--- src/rtl/raif_arb_wrr.sv ---
// RAIF arbiter: CHANNEL_NUM user ports onto one RAIF memory port, with independent
// weighted-round-robin engines for the write path and the read path.

module raif_arb_wrr_engine #(
    parameter int CHANNEL_NUM  = 4,
    parameter int NUM_WIDTH    = 10,
    parameter int WEIGHT_WIDTH = 4,
    parameter int SEL_W        = 2,
    parameter logic [CHANNEL_NUM*WEIGHT_WIDTH-1:0] CH_WEIGHT = '0
) (
    input  logic                           clk,
    input  logic                           rst_n,
    input  logic [CHANNEL_NUM-1:0]         req_i,
    input  logic [CHANNEL_NUM*NUM_WIDTH-1:0] num_i,
    input  logic                           grant_i,
    input  logic                           finish_i,
    output logic [CHANNEL_NUM-1:0]         grant_o,
    output logic [CHANNEL_NUM-1:0]         finish_o,
    output logic                           req_o,
    output logic                           busy_o,
    output logic [SEL_W-1:0]               sel_o
);

    typedef enum logic [1:0] {IDLE, BUSY, GAP} state_e;

    state_e                  state_q, state_d;
    logic [SEL_W-1:0]        sel_q, sel_d;
    logic [SEL_W-1:0]        ptr_q, ptr_d;
    logic [WEIGHT_WIDTH-1:0] credit_q, credit_d;
    logic                    req_q, req_d;
    logic                    zl_q, zl_d;
    logic [SEL_W-1:0]        winner;
    logic                    found;
    logic                    win_zero;
    logic                    done;
    logic [SEL_W-1:0]        done_ch;
    logic [CHANNEL_NUM-1:0]  sel_oh;

    function automatic logic [SEL_W-1:0] ch_add(input logic [SEL_W-1:0] base, input int off);
        int v;
        v = int'(base) + off;
        if (v >= CHANNEL_NUM) v = v - CHANNEL_NUM;
        return SEL_W'(v);
    endfunction

    // A programmed weight of zero still grants one turn.
    function automatic logic [WEIGHT_WIDTH-1:0] weight_of(input logic [SEL_W-1:0] ch);
        logic [WEIGHT_WIDTH-1:0] w;
        w = CH_WEIGHT[int'(ch)*WEIGHT_WIDTH +: WEIGHT_WIDTH];
        return (w == '0) ? WEIGHT_WIDTH'(1) : w;
    endfunction

    always_comb begin
        winner = ptr_q;
        found  = 1'b0;
        for (int i = 0; i < CHANNEL_NUM; i++) begin
            if (!found && req_i[ch_add(ptr_q, i)]) begin
                winner = ch_add(ptr_q, i);
                found  = 1'b1;
            end
        end
    end

    assign win_zero = (num_i[int'(winner)*NUM_WIDTH +: NUM_WIDTH] == '0);

    always_comb begin
        state_d  = state_q;
        sel_d    = sel_q;
        ptr_d    = ptr_q;
        credit_d = credit_q;
        req_d    = req_q;
        zl_d     = 1'b0;
        done     = 1'b0;
        done_ch  = sel_q;
        case (state_q)
            IDLE: begin
                if (|req_i) begin
                    sel_d = winner;
                    if (win_zero) begin
                        zl_d    = 1'b1;
                        done    = 1'b1;
                        done_ch = winner;
                        state_d = GAP;
                    end else begin
                        req_d   = 1'b1;
                        state_d = BUSY;
                    end
                end
            end
            BUSY: begin
                if (finish_i) begin
                    req_d   = 1'b0;
                    done    = 1'b1;
                    state_d = GAP;
                end
            end
            GAP:     state_d = IDLE;
            default: state_d = IDLE;
        endcase
        // Credit only lasts while the pointer channel keeps winning.
        if (done) begin
            if (done_ch == ptr_q && credit_q > WEIGHT_WIDTH'(1)) begin
                credit_d = credit_q - WEIGHT_WIDTH'(1);
            end else begin
                ptr_d    = ch_add(done_ch, 1);
                credit_d = weight_of(ch_add(done_ch, 1));
            end
        end
    end

    always_ff @(posedge clk or negedge rst_n) begin
        if (!rst_n) begin
            state_q  <= IDLE;
            sel_q    <= '0;
            ptr_q    <= '0;
            credit_q <= weight_of('0);
            req_q    <= 1'b0;
            zl_q     <= 1'b0;
        end else begin
            state_q  <= state_d;
            sel_q    <= sel_d;
            ptr_q    <= ptr_d;
            credit_q <= credit_d;
            req_q    <= req_d;
            zl_q     <= zl_d;
        end
    end

    assign sel_oh   = CHANNEL_NUM'(1) << sel_q;
    assign busy_o   = (state_q == BUSY);
    assign req_o    = req_q;
    assign sel_o    = sel_q;
    assign grant_o  = (busy_o && grant_i) ? sel_oh : '0;
    assign finish_o = ((busy_o && finish_i) || zl_q) ? sel_oh : '0;

endmodule

module raif_arb_wrr #(
    parameter int APP_DATA_WIDTH = 16,
    parameter int APP_ADDR_WIDTH = 24,
    parameter int NUM_WIDTH      = 10,
    parameter int CHANNEL_NUM    = 4,
    parameter int WEIGHT_WIDTH   = 4,
    parameter logic [CHANNEL_NUM*WEIGHT_WIDTH-1:0] CH_WEIGHT = 16'h1111,
    localparam int SEL_W = (CHANNEL_NUM > 2) ? $clog2(CHANNEL_NUM) : 1
) (
    input  logic                                  clk,
    input  logic                                  rst_n,
    input  logic [CHANNEL_NUM-1:0]                wr_req_,
    input  logic [CHANNEL_NUM*APP_ADDR_WIDTH-1:0] wr_addr_,
    input  logic [CHANNEL_NUM*NUM_WIDTH-1:0]      wr_num_,
    input  logic [CHANNEL_NUM*APP_DATA_WIDTH-1:0] wr_data_,
    output logic [CHANNEL_NUM-1:0]                wr_grant_,
    output logic [CHANNEL_NUM-1:0]                wr_finish_,
    input  logic [CHANNEL_NUM-1:0]                rd_req_,
    input  logic [CHANNEL_NUM*APP_ADDR_WIDTH-1:0] rd_addr_,
    input  logic [CHANNEL_NUM*NUM_WIDTH-1:0]      rd_num_,
    output logic [CHANNEL_NUM*APP_DATA_WIDTH-1:0] rd_data_,
    output logic [CHANNEL_NUM-1:0]                rd_grant_,
    output logic [CHANNEL_NUM-1:0]                rd_finish_,
    output logic                                  wr_req,
    output logic [APP_ADDR_WIDTH-1:0]             wr_addr,
    output logic [NUM_WIDTH-1:0]                  wr_num,
    output logic [APP_DATA_WIDTH-1:0]             wr_data,
    input  logic                                  wr_grant,
    input  logic                                  wr_finish,
    output logic                                  rd_req,
    output logic [APP_ADDR_WIDTH-1:0]             rd_addr,
    output logic [NUM_WIDTH-1:0]                  rd_num,
    input  logic [APP_DATA_WIDTH-1:0]             rd_data,
    input  logic                                  rd_grant,
    input  logic                                  rd_finish,
    output logic                                  wr_busy,
    output logic                                  rd_busy,
    output logic [SEL_W-1:0]                      wr_sel,
    output logic [SEL_W-1:0]                      rd_sel
);

    // Handshake: a user holds x_req_ and its slices stable until its x_finish_ pulse;
    // every x_grant_ cycle is one beat; ownership ends only on downstream x_finish.
    raif_arb_wrr_engine #(
        .CHANNEL_NUM(CHANNEL_NUM), .NUM_WIDTH(NUM_WIDTH), .WEIGHT_WIDTH(WEIGHT_WIDTH),
        .SEL_W(SEL_W), .CH_WEIGHT(CH_WEIGHT)
    ) u_wr (
        .clk(clk), .rst_n(rst_n), .req_i(wr_req_), .num_i(wr_num_),
        .grant_i(wr_grant), .finish_i(wr_finish), .grant_o(wr_grant_),
        .finish_o(wr_finish_), .req_o(wr_req), .busy_o(wr_busy), .sel_o(wr_sel)
    );

    raif_arb_wrr_engine #(
        .CHANNEL_NUM(CHANNEL_NUM), .NUM_WIDTH(NUM_WIDTH), .WEIGHT_WIDTH(WEIGHT_WIDTH),
        .SEL_W(SEL_W), .CH_WEIGHT(CH_WEIGHT)
    ) u_rd (
        .clk(clk), .rst_n(rst_n), .req_i(rd_req_), .num_i(rd_num_),
        .grant_i(rd_grant), .finish_i(rd_finish), .grant_o(rd_grant_),
        .finish_o(rd_finish_), .req_o(rd_req), .busy_o(rd_busy), .sel_o(rd_sel)
    );

    assign wr_addr = wr_busy ? wr_addr_[int'(wr_sel)*APP_ADDR_WIDTH +: APP_ADDR_WIDTH] : '0;
    assign wr_num  = wr_busy ? wr_num_[int'(wr_sel)*NUM_WIDTH +: NUM_WIDTH] : '0;
    assign wr_data = wr_busy ? wr_data_[int'(wr_sel)*APP_DATA_WIDTH +: APP_DATA_WIDTH] : '0;
    assign rd_addr = rd_busy ? rd_addr_[int'(rd_sel)*APP_ADDR_WIDTH +: APP_ADDR_WIDTH] : '0;
    assign rd_num  = rd_busy ? rd_num_[int'(rd_sel)*NUM_WIDTH +: NUM_WIDTH] : '0;

    always_comb begin
        rd_data_ = '0;
        if (rd_busy) rd_data_[int'(rd_sel)*APP_DATA_WIDTH +: APP_DATA_WIDTH] = rd_data;
    end

endmodule

--- config.mk ---
export PLATFORM = sky130hd
export DESIGN_NAME = raif_arb_wrr
export DESIGN_NICKNAME = d
export VERILOG_FILES = /design/src/rtl/raif_arb_wrr.sv
export SDC_FILE = /design/constraint.sdc
export NUM_CORES = 1
export LEC_CHECK = 0
export CAP_MARGIN = 20
export CORE_AREA = 2 2 206 208
export CTS_BUF_LIST = sky130_fd_sc_hd__clkbuf_8
export DETAILED_ROUTE_END_ITERATION = 7
export DIE_AREA = 0 0 208 210
export PLACE_DENSITY = 0.42
export SLEW_MARGIN = 20
export SYNTH_ARGS = -nofsm -noshare
export SYNTH_HDL_FRONTEND = slang
export SYNTH_SLANG_ARGS = --single-unit
export TNS_END_PERCENT = 1
--- constraint.sdc ---
create_clock -name clk -period 2.6 [get_ports clk]
set_clock_uncertainty 0.05 [all_clocks]
set_input_delay 0.39 -clock clk [delete_from_list [all_inputs] [get_ports clk]]
set_output_delay 0.39 -clock clk [all_outputs]
set_load 0.01 [all_outputs]
==> impl_results.md <==
- Seq cells post-synth: 24
- Dpl ws: -684.0 ps
- Core area: approximately 41,000 sq um
- CTS tree: yes
- GRT Resource Usage Total: 0.1349
- Cell taking the most area after synthesis: mux4_2
- Min Hold Slack: about 440 ps
- Clk root buf: clkbuf_8
- Die X: 208 um
- RSZ-0062 raised after global routing: yes
- Initial antenna violation count: 1
- Ys async rst share: 1.000
- Max-Cap Viols: 0
- Clk slew on worst S/H paths: ~90 ps
- Kind of critical path: input pin to flip-flop
- Crit path launch: wr_num_[30]
- First-pass GRT wire length: around 46,000 um
- DRT Pass-1 Iters: 4
- Main flop type after synthesis: dfrtp_1
- Total detailed-routing wirelength: 31,760 um
- Final slew viol count: 0
- CTS Buf Count: 3
- Routed vias/inst: 4.145
- Final GP Congestion: roughly 0.8
- Leakage: approximately 0.0055 uW
- Synthesized instance count: ~540
- Reg area: roughly 600 sq um
- Max VDD drop: 0.3598 mV
- Failing checks: setup timing
- Vias in the first global route: around 7,500
- Multi-input gate area: ~4700 sq um
- Syn avg cell area: 9.568 sq um
- Area Overhead vs Synth: 142.3%
- CTS sink count: 24
- Fin util: 0.3007
- HP Class: input pin to asynchronous set/reset pin
- Fin crit period: about 2700 ps
- Ports: roughly 540
- Post-route cell area: approximately 12,000 sq um
- Status: finished with violations
- Post-synth top area share: 0.3675
- Final Hold Vio Count: 0
- DRC: 0
- Synth Warn #: 0
- Setup-failing EPs final: 31
- Setup TNS: -1247 ps
- Detailed placer's ending HPWL: 26,670 um
- Starting density of the core: 0.1241
- EDFF count, synth: 0
- Crit. End Element: flip-flop
- Total number of vias: about 7,000
- Commonest non-fill, non-tap cell in the layout: clkdlybuf4s50_1
- Fin nets: ~1,500
- Syn nets: ~920
- Synth top area cells: mux4_2, and2_1, dfrtp_1
- WL/cell: 18.83 um
- Antenna diodes: 0
- Height of the die: 210 um
- Sequential fraction of the synthesis area: 0.1172
- Die area: roughly 44,000 sq um
- Fmax: 0.3687 GHz
- Fillers: about 4,400
- Rows: 75
- DRT antenna net count: 0
- Distinct cells, synth: 59
- Share of cells above drive strength 1: 0.2387
- Critical Path Fanout Max: 3
- Remaining Overflow, GRT: 0
- 1st-iter DRT viols: about 200
- Power per cell area: approximately 650 nW/um^2
- Worst-margin pin slew: ~600 ps
- Max clock buf depth: 2
- Element type at the critical path start: input pin
- Input/output buffers: roughly 540
- Max-slew headroom: 0.6042
- Worst EP arrival: 2820 ps
- Pin count of the biggest net entering global routing: 42
- H-Tree Depth: 1
- Final worst slack: -112.2 ps
- Final period util: 1.043
- Post-Syn Area: around 5000 sq um
- Most frequent cells in the layout: clkdlybuf4s50_1, and2_1, buf_4, mux4_2, dlygate4sd2_1
- Req. time, crit path: 2710 ps
- Clk_lat worst skew: between 200 and 300 ps
- Worst r2r src: u_wr.ptr_q[1]
- Placed inst area: 11,910 sq um
-- power by group --
group	internal [uW]	switching, uW
clock	104	125
combinational	4090	3130
sequential	519	196
-- critical path, stage by stage --
cell	delay (ps)
clkdlybuf4s50_1	460
nor4_4	350
nand3_4	120
a2111o_1	430
a31o_4	250
a221oi_2	240
nand4b_2	170
nand2_2	100
mux2_2	330
-- registers in the layout (all words and copies together) (netlist names) --
signal	flops
u_rd.credit_q	4
u_rd.ptr_q	2
u_rd.req_o	1
u_rd.sel_o	2
u_rd.state_q	2
u_rd.zl_q	1
u_wr.credit_q	4
u_wr.ptr_q	2
u_wr.req_o	1
u_wr.sel_o	2
u_wr.state_q	2
u_wr.zl_q	1
-- cells in the mapped netlist (3+ instances only) --
master	n
nand2_1	21
o21ai_0	13
or3_1	6
a22o_1	4
a211o_1	4
o31ai_1	5
clkbuf_1	25
xnor2_1	3
and3_1	5
ha_1	11
buf_1	9
a211oi_1	3
o31a_1	3
nor2b_1	12
and2_1	149
a21oi_1	14
mux4_2	84
mux2i_1	3
nand3_1	8
nor4_1	23
buf_2	5
inv_1	14
o211ai_1	6
nor3_1	11
dfrtp_1	22
nor2_1	30
-- cells by family after synthesis --
family,share of synthesized area
AOI/OAI and AO/OA,0.1091
adders and majority gates,0.02674
and+or+nand+nor,0.3213
xor gates and xnor gates,0.005105
buffers and inverters,0.04278
muxes,0.3777
DFF,0.1172
-- path summary, 6_finish.rpt --
path,to,slack (ps),depth (start not counted)
min,u_rd.state_q[0],440,2
min in group clk,u_rd.req_o,440,2
max reg2reg,u_wr.ptr_q[1],-80,11
max in group asynchronous,u_wr.credit_q[0],1750,2
min reg2reg,u_rd.req_o,440,2
max,u_wr.ptr_q[1],-110,9
-- metrics by stage --
| stage | instances | total power, uW |
|---|---|---|
| floorplan | 538 | 4268 |
| global placement | 1672 | 7954 |
| detailed placement | 1672 | 7908 |
| CTS | 1678 | 8132 |
| global route | 1687 | 8810 |
| finish | 1687 | 8162 |
-- metal layers --
metal	share of wire	GRT usage	vias up	wire, um
li1	-	-	3281	-
met1	0.39	0.1529	3369	12320
met2	0.54	0.2638	326	17130
met3	0.064	0.02667	15	2026
met4	0.0087	0.01956	2	275
met5	0.00041	0	-	13
-- timing repair --
item,4_1_cts,5_1_grt
gates resized for setup,129,113
setup endpoints to repair,153,91
hold buffers,0,0
pin swaps,14,29
setup buffers,2,7
cloned,1,2
-- layout make-up --
type                            count  share of cell area
Clock buffer                        3            0.003311
Tap cell                          539             0.05407
Sequential cell                    24             0.04916
Multi-Input combinational cell    459              0.3776
Inverter                           15            0.004715
Timing Repair Buffer              647              0.5111
Power figures use the tool's default switching activity.
